File: config.mk
export PLATFORM = sky130hd
export DESIGN_NAME = lfsr_bist_ctrl
export DESIGN_NICKNAME = d
export VERILOG_FILES = /design/src/rtl/lfsr_bist_ctrl.sv
export SDC_FILE = /design/constraint.sdc
export NUM_CORES = 1
export LEC_CHECK = 0
export BUFFER_PORTS_ARGS = -buffer_cell sky130_fd_sc_hd__buf_2
export CORE_ASPECT_RATIO = 0.5
export CORE_MARGIN = 1.5
export CORE_UTILIZATION = 40
export DETAILED_ROUTE_END_ITERATION = 12
export GPL_TIMING_DRIVEN = 0
export HOLD_SLACK_MARGIN = 0.12
export PLACE_DENSITY = 0.56
export SLEW_MARGIN = 10
export SYNTH_ARGS = -nofsm -noshare
export SYNTH_HDL_FRONTEND = slang
export SYNTH_SLANG_ARGS = --single-unit
File: constraint.sdc
create_clock -name Clk -period 3.6 [get_ports Clk]
set_input_delay 0.18 -clock Clk [delete_from_list [all_inputs] [get_ports Clk]]
set_output_delay 0.18 -clock Clk [all_outputs]
set_load 0.1 [all_outputs]
File: src/rtl/lfsr_bist_ctrl.sv
// BIST sequencer for the serial LFSR test channel: resets the tested LFSR, loops
// LFSR0 back through LFSR1 with optional error injection, and checks both streams.
module lfsr_bist_ctrl #(
  parameter int unsigned RUN_CYCLES = 1024,
  parameter int unsigned RST_CYCLES = 4,
  parameter int unsigned LOOP_LAT   = 1,
  parameter logic [31:0] SEED       = 32'h0000_0001
) (
  input  logic        Clk,
  input  logic        ARstb,
  input  logic        Start,
  input  logic        InjErr,
  output logic        LfsrRstb,
  input  logic        Lfsr0Out,
  output logic        LoopOut,
  input  logic        Lfsr1Out,
  output logic        Busy,
  output logic        Done,
  output logic        Pass,
  output logic [15:0] ErrCount
);

  localparam int unsigned RUN_LEN = RUN_CYCLES + LOOP_LAT;
  localparam int unsigned DLY_W   = (LOOP_LAT == 0) ? 1 : LOOP_LAT;

  typedef enum logic [1:0] {IDLE, RST, RUN, DONE} state_t;

  state_t           state_q;
  logic [31:0]      cnt_q;
  logic [31:0]      model_q;
  logic [DLY_W-1:0] dly_q, dly_d;
  logic             inj_q;
  logic [15:0]      err_q, err_d;
  logic             pass_q, done_q, busy_q, lrstb_q;
  logic             ref_b, chk_a, chk_b;
  logic [1:0]       inc;

  function automatic logic [31:0] lfsr_next(input logic [31:0] s);
    return {s[30:0], s[31] ^ s[21] ^ s[1] ^ s[0]};
  endfunction

  function automatic logic [15:0] sat_add(input logic [15:0] a, input logic [1:0] b);
    logic [16:0] s;
    s = {1'b0, a} + {15'd0, b};
    return s[16] ? 16'hFFFF : s[15:0];
  endfunction

  // Delay line of reference bits aligned to the loopback latency
  if (DLY_W > 1) begin : g_dly
    assign dly_d = {dly_q[DLY_W-2:0], model_q[31]};
  end else begin : g_dly1
    assign dly_d = model_q[31];
  end

  always_comb begin
    ref_b = (LOOP_LAT == 0) ? model_q[31] : dly_q[DLY_W-1];
    chk_a = (state_q == RUN) && (cnt_q < RUN_CYCLES) && (Lfsr0Out != model_q[31]);
    chk_b = (state_q == RUN) && (cnt_q >= LOOP_LAT) && (Lfsr1Out != ref_b);
    inc   = {1'b0, chk_a} + {1'b0, chk_b};
    err_d = sat_add(err_q, inc);
  end

  always_ff @(posedge Clk or negedge ARstb) begin
    if (!ARstb) begin
      state_q <= IDLE;
      cnt_q   <= '0;
      model_q <= SEED;
      dly_q   <= '0;
      inj_q   <= 1'b0;
      err_q   <= '0;
      pass_q  <= 1'b0;
      done_q  <= 1'b0;
      busy_q  <= 1'b0;
      lrstb_q <= 1'b1;
    end else begin
      done_q <= 1'b0;
      inj_q  <= 1'b0;
      case (state_q)
        IDLE, DONE: begin
          if (Start) begin
            state_q <= RST;
            cnt_q   <= '0;
            err_q   <= '0;
            pass_q  <= 1'b0;
            busy_q  <= 1'b1;
            lrstb_q <= 1'b0;
          end
        end
        RST: begin
          model_q <= SEED;
          dly_q   <= '0;
          if (cnt_q == RST_CYCLES - 1) begin
            state_q <= RUN;
            cnt_q   <= '0;
            lrstb_q <= 1'b1;
          end else begin
            cnt_q <= cnt_q + 1;
          end
        end
        RUN: begin
          model_q <= lfsr_next(model_q);
          dly_q   <= dly_d;
          err_q   <= err_d;
          // An injection requested on the last compared bit would never be checked
          inj_q   <= InjErr && (cnt_q < RUN_CYCLES - 1);
          if (cnt_q == RUN_LEN - 1) begin
            state_q <= DONE;
            cnt_q   <= '0;
            busy_q  <= 1'b0;
            done_q  <= 1'b1;
            pass_q  <= (err_d == 16'd0);
          end else begin
            cnt_q <= cnt_q + 1;
          end
        end
        default: state_q <= IDLE;
      endcase
    end
  end

  assign LoopOut  = Lfsr0Out ^ inj_q;
  assign LfsrRstb = lrstb_q;
  assign Busy     = busy_q;
  assign Done     = done_q;
  assign Pass     = pass_q;
  assign ErrCount = err_q;

endmodule

==> impl_metrics.py, run 1 <==
metrics = {
    "power_and_ir_drop": {
        "leakage_nw": 2.35,
        "peakVddDrop_mv": 0.279,
        "powerDensity_mw_per_mm2": 459,
    },
    "worst_setup_path": {
        "r2r_cells": 13,
        "rr_startpoint": "cnt_q[29]",
        "cp-end-kind": "register",
        "crit_fanout": 6,
        "r2r_end": "Pass",
        "reg2reg_setup_slack_ns": 0.13,
        "timing.critical_path.from_type": "register",
        "crit_type": "reg -> reg",
        "cp.required_ns": 3.85,
        "cp.arrival_ns": 3.71,
    },
    "synth": {
        "synth_largest_area_cell": "dfrtp_1",
        "ys_top_cells_by_count": "dfrtp_1 (86), nand2_1 (65), o21ai_0 (47)",
        "synthXorXnorAreaFrac_pct": 1.88,
        "syn-mean-instance-area_um2": 9.30,
        "yosysMostFrequentCell": "dfrtp_1",
        "synth_compound_area_share_pct": 22.6,
        "synth_edf_count": 0,
        "ys_warn_count": 0,
        "ys_types": 53,
        "syn-cell-area_mm2": 0.00467,
        "ys_async_sr_fraction_pct": 100,
        "synth_fa_ha_area_share_pct": 2.30,
        "syn_nets": 516,
        "ys_seq_area_share_pct": 47.2,
        "yosys-top-cells-area": "dfrtp_1 (46%), a22o_1 (8.3%), nand2_1 (5.2%)",
        "synth_mux_area_share_pct": 0.670,
        "synth_top_family_by_area": "compound AO/OA/AOI/OAI gates",
        "synth-simple-area-share_pct": 21.8,
        "synth_top_area_share_pct": 46.1,
        "syn_inst": 502,
        "synth_seq_cells": 88,
        "ys.flop_type": "dfrtp_1",
    },
    "floorplanning": {
        "rows": 27,
        "dieArea_mm2": 0.0124,
        "start_util_pct": 41.8,
        "dieHeight_um": 79.4,
        "ios": 27,
        "core_area_mm2": 0.0112,
        "fp.dieW_um": 156,
    },
    "cells_and_area": {
        "drive_gt1_share_pct": 14.2,
        "instances_no_fill": 710,
        "fillerInstances": 1061,
        "nNetsFinal": 560,
        "area_growth_pct": 18.0,
        "fin_area_mm2": 0.00551,
        "diodes": 0,
    },
    "detailed_routing": {
        "drt_pass1_iterations": 5,
        "wl_met2_um": 5150,
        "totalWireLength_um": 11700,
        "drt-met1-wl_um": 6020,
        "drcViolationCount": 0,
        "top_layer_used": "met4",
        "drt_iter0_drc": 271,
        "viasPerCell": 5.64,
        "met3_length_um": 474,
        "via_count": 4004,
        "drtAntennaViolNets": 0,
        "wl_per_cell_um": 16.5,
    },
    "timing": {
        "period_needed_ns": 3.47,
        "setup_violations": 0,
        "fmax_mhz": 289,
        "whs_ns": 0.199,
        "fin_setup_tns_ns": 0,
        "period_share_pct": 96.3,
        "timing.final.max_slew_violations": 0,
        "hold_violations": 0,
        "worstMarginPinSlew_ns": 0.856,
        "clock_skew_ns": 0.00805,
        "slew_headroom_pct": 42.7,
    },
    "hold_path": {
        "hp-class": "in -> reg",
        "worst_hold_path.endpoint": "state_q[1]",
        "whs_path_depth": 4,
        "min-delay-start": "Start",
    },
    "placement": {
        "port_buffers": 26,
        "routabilityCongestion": 0.871,
        "dp_cells": 688,
        "placed_area_mm2": 0.00503,
        "dp_hpwl_um": 8040,
    },
    "grt": {
        "antenna_found_initial": 0,
        "grt_max_degree": 51,
        "grt_pass1_vias": 3685,
        "grt_overflow": 0,
        "grt_pass1_wl_um": 19500,
        "grt_usage_pct": 20.2,
    },
    "clocking": {
        "clk_latency_ns": 0.34,
        "clk_root_buffer_cell": "clkbuf_16",
        "clk_path_buf_depth": 2,
        "clock-sinks": 88,
        "clkSlewWorstSetupHoldPaths_ns": 0.07,
        "cts_buffers": 9,
        "htree_levels": 3,
        "cts_tree": "built",
    },
    "flow_run": {
        "drv_cap": 0,
    },
    "outcome": {
        "status": "completed",
    },
}
routing by layer:
| metal | track usage [%] | up-vias |
|---|---|---|
| met5 | 0 | - |
| met4 | 4.00 | 0 |
| met3 | 4.40 | 5 |
| met2 | 30.6 | 82 |
| met1 | 29.7 | 1956 |
| li1 | - | 1961 |
timing repair:
item,CTS,global route
pin swaps,2,8
endpoints found under the setup margin,16,13
hold buffers,2,0
endpoints found under the hold margin,39,0
resized for setup,15,9
buffers inserted,2,2
worst max-delay path, stage by stage, from the launching register on:
cell,delay [ns]
dfrtp_2,0.45
nor4_4,0.31
nand4_2,0.23
nor3_4,0.24
nand3_1,0.13
fa_2,0.39
inv_1,0.09
ha_2,0.23
nand3_2,0.10
nor3_2,0.20
mux2_2,0.39
nor4_4,0.27
nand4_1,0.12
o31ai_1,0.22
power by group:
group | switching, mW | internal [mW] | total (mW)
registers | 0.0370 | 1.02 | 1.06
clock network | 0.422 | 0.554 | 0.977
logic | 0.385 | 0.110 | 0.495
cell type report:
class | instances | area [µm²] | share of cell area [%]
clock inverter | 7 | 86.3 | 1.57
tap | 159 | 199 | 3.61
inverter | 14 | 52.6 | 0.953
timing repair buffer | 33 | 210 | 3.81
sequential | 88 | 2210 | 40.1
clock buffer | 9 | 225 | 4.09
buffer | 28 | 119 | 2.16
multi-input combinational | 372 | 2410 | 43.7
registers in the layout, indices dropped and copies added (netlist names):
| signal | flops |
|---|---|
| ErrCount | 16 |
| Busy | 1 |
| Done | 1 |
| model_q | 32 |
| state_q | 2 |
| cnt_q | 32 |
| LfsrRstb | 1 |
| dly_q | 1 |
| inj_q | 1 |
| Pass | 1 |
per-stage QoR:
| step | setup WS, ns | power, mW | utilization, % |
|---|---|---|---|
| 6_report | 0.135 | 2.53 | 49.3 |
| 5_1_grt | -0.0349 | 2.64 | 49.3 |
| 4_1_cts | 0.0477 | 2.55 | 48.8 |
| 3_5_place_dp | -0.705 | 1.55 | 45.0 |
| 3_3_place_gp | -0.688 | 1.54 | 44.8 |
| 2_1_floorplan | 0.0767 | 1.45 | - |
worst max-delay path by stage:
stage	start	end	slack (ns)	cells after the start
after floorplan	cnt_q[26]	Pass	0.08	14
after global placement	cnt_q[13]	Pass	-0.69	14
after detailed placement	cnt_q[13]	Pass	-0.70	14
after CTS	cnt_q[13]	Pass	0.05	13
after global routing	cnt_q[29]	Pass	-0.03	13
final	cnt_q[29]	Pass	0.13	13
cells in the final DEF, fill, tap and decap left out, types with 6 or more instances in the layout:
| cell type | n |
|---|---|
| and4_1 | 6 |
| ha_1 | 6 |
| nor4_4 | 6 |
| clkbuf_1 | 23 |
| a211oi_1 | 6 |
| a22o_1 | 44 |
| nor2_1 | 29 |
| nand4_1 | 13 |
| a21o_1 | 9 |
| o21ai_0 | 47 |
| nand2_1 | 64 |
| and3_1 | 8 |
| buf_2 | 27 |
| dfrtp_1 | 82 |
| clkbuf_16 | 9 |
| a31oi_1 | 7 |
| inv_1 | 14 |
| a21oi_1 | 21 |
| nand3_1 | 35 |
kinds of logic (layout without fill, tap and decap cells):
group | count (synthesis) | in the layout
adders and majority gates | 8 | 8
and+or+nand+nor | 198 | 198
AOI/OAI and AO/OA | 153 | 153
xor gates and xnor gates | 10 | 10
DFF | 88 | 88
muxes | 3 | 3
buffers and inverters | 42 | 91
No activity file was read; power rests on OpenSTA's default activity.
==> run 2, diff against run 1 <==
--- a/config.mk
+++ b/config.mk
@@ -8,11 +8,11 @@
 export BUFFER_PORTS_ARGS = -buffer_cell sky130_fd_sc_hd__buf_2
 export CORE_ASPECT_RATIO = 0.5
 export CORE_MARGIN = 1.5
-export CORE_UTILIZATION = 40
+export CORE_UTILIZATION = 45
 export DETAILED_ROUTE_END_ITERATION = 12
 export GPL_TIMING_DRIVEN = 0
 export HOLD_SLACK_MARGIN = 0.12
-export PLACE_DENSITY = 0.56
+export PLACE_DENSITY = 0.62
 export SLEW_MARGIN = 10
 export SYNTH_ARGS = -nofsm -noshare
 export SYNTH_HDL_FRONTEND = slang
==> run 2 against run 1 <==
  * Utilization rose by 5.3 points
  * Clock-buffer cell count stayed put
  * Die area shrank 11%
  * Largest power group unchanged
==> impl_metrics.py, run 2 (same netlist as run 1, synthesis figures left out) <==
metrics = {
    "outcome": {
        "status": "completed",
    },
    "timing": {
        "slew_headroom_pct": 43.6,
        "setup_violations": 0,
        "rsz0062_at_grt": "false",
        "clock_skew_ns": 0.00847,
        "whs_ns": 0.196,
        "fin_setup_tns_ns": 0,
        "period_share_pct": 91.9,
        "setup_slack_ns": 0.290,
        "period_needed_ns": 3.31,
        "timing.final.max_slew_violations": 0,
        "worstMarginPinSlew_ns": 0.841,
        "fmax_mhz": 302,
        "hold_violations": 0,
    },
    "worst_setup_path": {
        "cp.required_ns": 3.86,
        "cp-end-kind": "register",
        "path_cells": "nor4_4 -> nand4_4 -> nor3_4 -> nand3_1 -> fa_2 -> and4b_1 -> clkbuf_1 -> and2_1 -> nand3_1 -> o22ai_1 -> nand4_1 -> o31ai_2",
        "max_stage_delay_ns": 0.45,
        "crit_type": "reg -> reg",
        "cp.arrival_ns": 3.57,
        "crit_path_top_delay_cell": "dfrtp_1",
        "crit_fanout": 6,
        "timing.critical_path.from_type": "register",
        "cp_common_cell": "nand3_1",
    },
    "grt": {
        "grt_pass1_wl_um": 19600,
        "grt_overflow": 0,
        "antenna_found_initial": 0,
        "grt_pass1_vias": 3696,
        "grt_max_degree": 57,
        "grt_usage_pct": 22.8,
    },
    "detailed_routing": {
        "wl_per_cell_um": 17.0,
        "drcViolationCount": 0,
        "via_count": 4024,
        "drt_iter0_drc": 211,
        "totalWireLength_um": 11800,
        "viasPerCell": 5.79,
        "drtAntennaViolNets": 0,
        "drt_pass1_iterations": 5,
    },
    "cells_and_area": {
        "area_growth_pct": 18.6,
        "final_cell_mix": "dfrtp_1 (81), nand2_1 (64), o21ai_0 (47)",
        "nNetsFinal": 564,
        "final_common_cell": "dfrtp_1",
        "seq_area_mm2": 0.00221,
        "fillerInstances": 933,
        "drive_gt1_share_pct": 15.3,
        "multi_input_area_mm2": 0.00245,
        "diodes": 0,
    },
    "placement": {
        "routabilityCongestion": 0.913,
        "dp_hpwl_um": 7870,
        "place_ws_ns": -0.706,
        "port_buffers": 26,
    },
    "floorplanning": {
        "start_util_pct": 46.0,
        "fp.dieW_um": 147,
        "dieArea_mm2": 0.0110,
        "dieHeight_um": 75.0,
        "rows": 26,
        "core_area_mm2": 0.0101,
        "ios": 27,
    },
    "power_and_ir_drop": {
        "finalPower_mw": 2.51,
        "powerDensity_mw_per_mm2": 453,
        "peakVddDrop_mv": 0.271,
        "leakage_nw": 2.37,
    },
    "clocking": {
        "clk_root_buffer_cell": "clkbuf_16",
        "cts_buffers": 9,
        "clk_path_buf_depth": 2,
        "htree_levels": 3,
        "cts_tree": "built",
        "clkSlewWorstSetupHoldPaths_ns": 0.07,
        "clk_latency_ns": 0.35,
        "clock-sinks": 88,
    },
    "flow_run": {
        "drv_cap": 0,
    },
    "hold_path": {
        "hp-class": "in -> reg",
    },
}
==> run 2: cell count changes in the layout (fill, tap and decap cells not counted), moves of 2 or more <==
cell and delta:
buf_4 +5, clkinv_4 +2, inv_6 -2, inv_8 +2
==> run 2: routing by layer <==
layer | vias to the layer above | global-route usage [%] | wire length, µm
met5 | - | 0 | 0
met4 | 0 | 6.89 | 142
met3 | 13 | 5.64 | 564
met2 | 98 | 34.7 | 5270
met1 | 1959 | 32.6 | 5840
li1 | 1954 | - | -
==> run 2: timing repair <==
| action | 4_1_cts | 5_1_grt |
|---|---|---|
| pin swaps | 2 | 10 |
| buffers inserted | 2 | 6 |
| hold buffers | 2 | 0 |
| resized for setup | 14 | 18 |
| endpoints found under the setup margin | 16 | 15 |
| hold endpoints to repair | 33 | 0 |
==> run 2: cell type report <==
| type | count | area share (%) |
|---|---|---|
| inverter | 14 | 0.949 |
| clock inverter | 7 | 1.29 |
| timing repair buffer | 37 | 4.34 |
| tap | 140 | 3.16 |
| buffer | 28 | 2.15 |
| multi-input combinational | 372 | 44.2 |
| sequential | 88 | 39.9 |
| clock buffer | 9 | 4.07 |
==> run 2: worst max-delay path: cells and delay by family (launching register included) <==
| family | cells | cell delay (ns) |
|---|---|---|
| buf+inv | 1 | 0.23 |
| fa+ha+maj | 1 | 0.40 |
| compound gates | 2 | 0.45 |
| simple gates | 8 | 1.68 |
| flops | 1 | 0.45 |
==> run 2: worst paths after layout <==
path | slack, ns | to | start | cells after the start
worst max-delay path | 0.29 | Pass | cnt_q[27] | 12
max in group asynchronous | 2.61 | model_q[0] | ARstb | 3
worst max register to register | 0.29 | Pass | cnt_q[27] | 12
worst min register to register | 0.48 | Pass | Pass | 2
worst min-delay path | 0.20 | state_q[1] | Start | 4
min in group asynchronous | 0.31 | ErrCount[7] | ARstb | 2
==> run 2: power by group <==
group | total (mW) | internal [mW] | switching (mW)
Sequential | 1.06 | 1.02 | 0.0407
Combinational | 0.507 | 0.116 | 0.391
Clock | 0.942 | 0.492 | 0.450
==> run 2: metrics by stage <==
step                      instance area [µm²]  utilization (%)  cells
after global placement                   4980             49.1    668
after global routing                     5540             54.6    695
after floorplan                          4680                -    502
final                                    5540             54.6    695
after CTS                                5420             53.4    689
after detailed placement                 5010             49.4    669
==> run 3, diff against run 2 <==
--- a/config.mk
+++ b/config.mk
@@ -5,6 +5,7 @@
 export SDC_FILE = /design/constraint.sdc
 export NUM_CORES = 1
 export LEC_CHECK = 0
+export ABC_AREA = 1
 export BUFFER_PORTS_ARGS = -buffer_cell sky130_fd_sc_hd__buf_2
 export CORE_ASPECT_RATIO = 0.5
 export CORE_MARGIN = 1.5
==> run 3 against run 2 <==
  * Final area is 7.8% higher
  * Critical path type unchanged
  * Clock power hardly changed
  * Via count grew 9.2%
  * Final cell count is 25% higher
  * Total power increased by 38%
  * Wire length increased by 3.0%
  * Flip-flop and latch count stayed put
  * Clock skew fell by 0.0024 ns
  * Utilization fell by 1.2 points
  * Critical path depth is 10 higher
  * Largest power group is now combinational logic
==> impl_metrics.py, run 3 <==
metrics = {
    "grt": {
        "grt_pass1_wl_um": 20600,
        "grt_overflow": 0,
        "antenna_found_initial": 0,
        "grt_max_degree": 63,
        "grt_usage_pct": 21.2,
        "grt_pass1_vias": 4261,
    },
    "floorplanning": {
        "dieArea_mm2": 0.0124,
        "dieHeight_um": 79.5,
        "ios": 27,
        "fp.dieW_um": 156,
        "core_area_mm2": 0.0112,
        "rows": 27,
        "start_util_pct": 47.1,
    },
    "worst_setup_path": {
        "r2r_cells": 22,
        "timing.critical_path.from_type": "register",
        "crit_fanout": 6,
        "path_cells": "inv_2 -> nand2_1 -> nor2_1 -> nand2_1 -> nor2_4 -> nand4_1 -> or2_2 -> fa_2 -> inv_1 -> ha_2 -> nand2_1 -> nor2_4 -> nand2_1 -> nand2_1 -> nand2_1 -> inv_1 -> nand2_1 -> nor2_1 -> nand2_1 -> nor2_1 -> nand3_1 -> nand2_1",
        "cp.required_ns": 3.89,
        "cp-end-kind": "register",
        "cp.depth": 22,
        "crit_path_top_delay_cell": "dfrtp_1",
        "cp_num_buf_inv": 3,
        "cp_common_cell": "nand2_1",
        "crit_type": "reg -> reg",
        "cp.arrival_ns": 3.55,
        "max_stage_delay_ns": 0.45,
        "critPathTopFamily": "simple AND/OR/NAND/NOR gates",
    },
    "detailed_routing": {
        "viasPerCell": 5.06,
        "drt_iter0_drc": 234,
        "drt_pass1_iterations": 5,
        "drtAntennaViolNets": 0,
        "wl_per_cell_um": 14.0,
        "via_count": 4393,
        "totalWireLength_um": 12200,
        "drcViolationCount": 0,
    },
    "synth": {
        "syn_nets": 677,
        "synth_top_area_share_pct": 40.8,
        "yosys-top-cells-area": "dfrtp_1 (41%), nand2_1 (12%), o22ai_2 (6.2%)",
        "synth_largest_area_cell": "dfrtp_1",
        "yosysMostFrequentCell": "nand2_1",
        "ys_warn_count": 0,
        "synth_edf_count": 0,
        "syn-cell-area_mm2": 0.00527,
        "ys_seq_area_share_pct": 41.8,
        "ys_async_sr_fraction_pct": 100,
        "syn_inst": 663,
        "ys_top_cells_by_count": "nand2_1 (170), dfrtp_1 (86), inv_1 (76)",
        "synth_seq_cells": 88,
        "ys.flop_type": "dfrtp_1",
        "ys_types": 41,
        "syn-mean-instance-area_um2": 7.95,
    },
    "power_and_ir_drop": {
        "powerDensity_mw_per_mm2": 580,
        "peakVddDrop_mv": 0.259,
        "leakage_nw": 2.66,
    },
    "clocking": {
        "clk_latency_ns": 0.35,
        "clk_path_buf_depth": 2,
        "htree_levels": 3,
        "cts_buffers": 9,
        "clock-sinks": 88,
        "cts_tree": "built",
        "clk_root_buffer_cell": "clkbuf_16",
        "clkSlewWorstSetupHoldPaths_ns": 0.07,
    },
    "placement": {
        "port_buffers": 26,
        "place_ws_ns": 0.0266,
        "dp_cells": 849,
        "dp_hpwl_um": 8920,
        "routabilityCongestion": 0.902,
    },
    "outcome": {
        "status": "completed",
    },
    "timing": {
        "setup_slack_ns": 0.337,
        "period_needed_ns": 3.26,
        "fin_setup_tns_ns": 0,
        "fmax_mhz": 306,
        "clock_skew_ns": 0.00604,
        "period_share_pct": 90.6,
        "slew_headroom_pct": 66.4,
        "rsz0062_at_grt": "false",
        "timing.final.max_slew_violations": 0,
        "setup_violations": 0,
        "worstMarginPinSlew_ns": 0.508,
        "hold_violations": 0,
    },
    "cells_and_area": {
        "instances_no_fill": 869,
        "final_common_cell": "nand2_1",
        "final_cell_mix": "nand2_1 (170), dfrtp_1 (86), inv_1 (76)",
        "diodes": 0,
        "nNetsFinal": 719,
        "area_growth_pct": 13.4,
        "drive_gt1_share_pct": 22.0,
        "fin_util_pct": 53.4,
    },
    "flow_run": {
        "drv_cap": 0,
    },
    "hold_path": {
        "whs_path_depth": 4,
        "hp-class": "in -> reg",
    },
}
[run 3: cells by family (layout without fill, tap and decap cells)]
logic type | after synthesis | after routing | synth area share, %
XOR/XNOR | 21 | 21 | 3.49
AND/OR/NAND/NOR | 321 | 321 | 27.7
AO/OA/AOI/OAI | 100 | 100 | 14.8
flip-flops | 88 | 88 | 41.8
buffers and inverters | 125 | 172 | 10.1
adder cells (fa/ha/maj) | 8 | 8 | 2.04
[run 3: report_power, final]
part / switching (mW) / internal [mW] / leakage, nW
Sequential: 0.0522 / 1.06 / 1.21
Clock: 0.453 / 0.489 / 0.142
Combinational: 1.02 / 0.394 / 1.31
[run 3: path summary, 6_finish.rpt]
path | start | endpoint | slack [ns]
setup / recovery | cnt_q[17] | Pass | 0.34
max in group asynchronous | ARstb | model_q[0] | 2.62
hold reg to reg | LfsrRstb | LfsrRstb | 0.46
min in group asynchronous | ARstb | cnt_q[30] | 0.31
hold / removal | Start | LfsrRstb | 0.14
setup reg to reg | cnt_q[17] | Pass | 0.34
[run 3: layout make-up]
class	count	area, µm²
Buffer	14	116
Timing Repair Buffer	31	195
Multi-Input combinational cell	450	2550
Fill cell	1084	5210
Clock inverter	7	67.6
Sequential cell	88	2200
Inverter	111	417
Tap cell	159	199
Clock buffer	9	225
[run 3: worst reg2reg max path, delay by kind of cell (launching register included)]
family                   cells  cell delay, ns
adder cells (fa/ha/maj)      2            0.65
AND/OR/NAND/NOR             17            1.88
buffers and inverters        3            0.25
flip-flops                   1            0.45
[run 3: repair_timing]
| action | CTS | global route |
|---|---|---|
| endpoints found under the hold margin | 27 | 0 |
| pin swaps | 1 | 1 |
| buffers inserted | 0 | 2 |
| endpoints found under the setup margin | 1 | 12 |
| resized for setup | 0 | 5 |
| gates cloned | 0 | 0 |
| hold buffers | 2 | 0 |
[run 3: routing by layer]
layer | track usage [%] | vias up | part of all wire (%)
met2 | 34.0 | 82 | 45
met3 | 3.91 | 8 | 3.9
met1 | 29.7 | 2067 | 51
met4 | 5.14 | 0 | 0.74
li1 | - | 2236 | -
met5 | 0 | - | 0
[run 3: metrics by stage]
stage          power, mW  cell area, µm²  hold slack (ns)
2_1_floorplan       2.23            5270           -0.116
3_5_place_dp        2.54            5630            0.142
4_1_cts             3.49            5940            0.142
5_1_grt             3.66            5970            0.174
6_report            3.46            5970            0.139
3_3_place_gp        2.53            5600            0.412
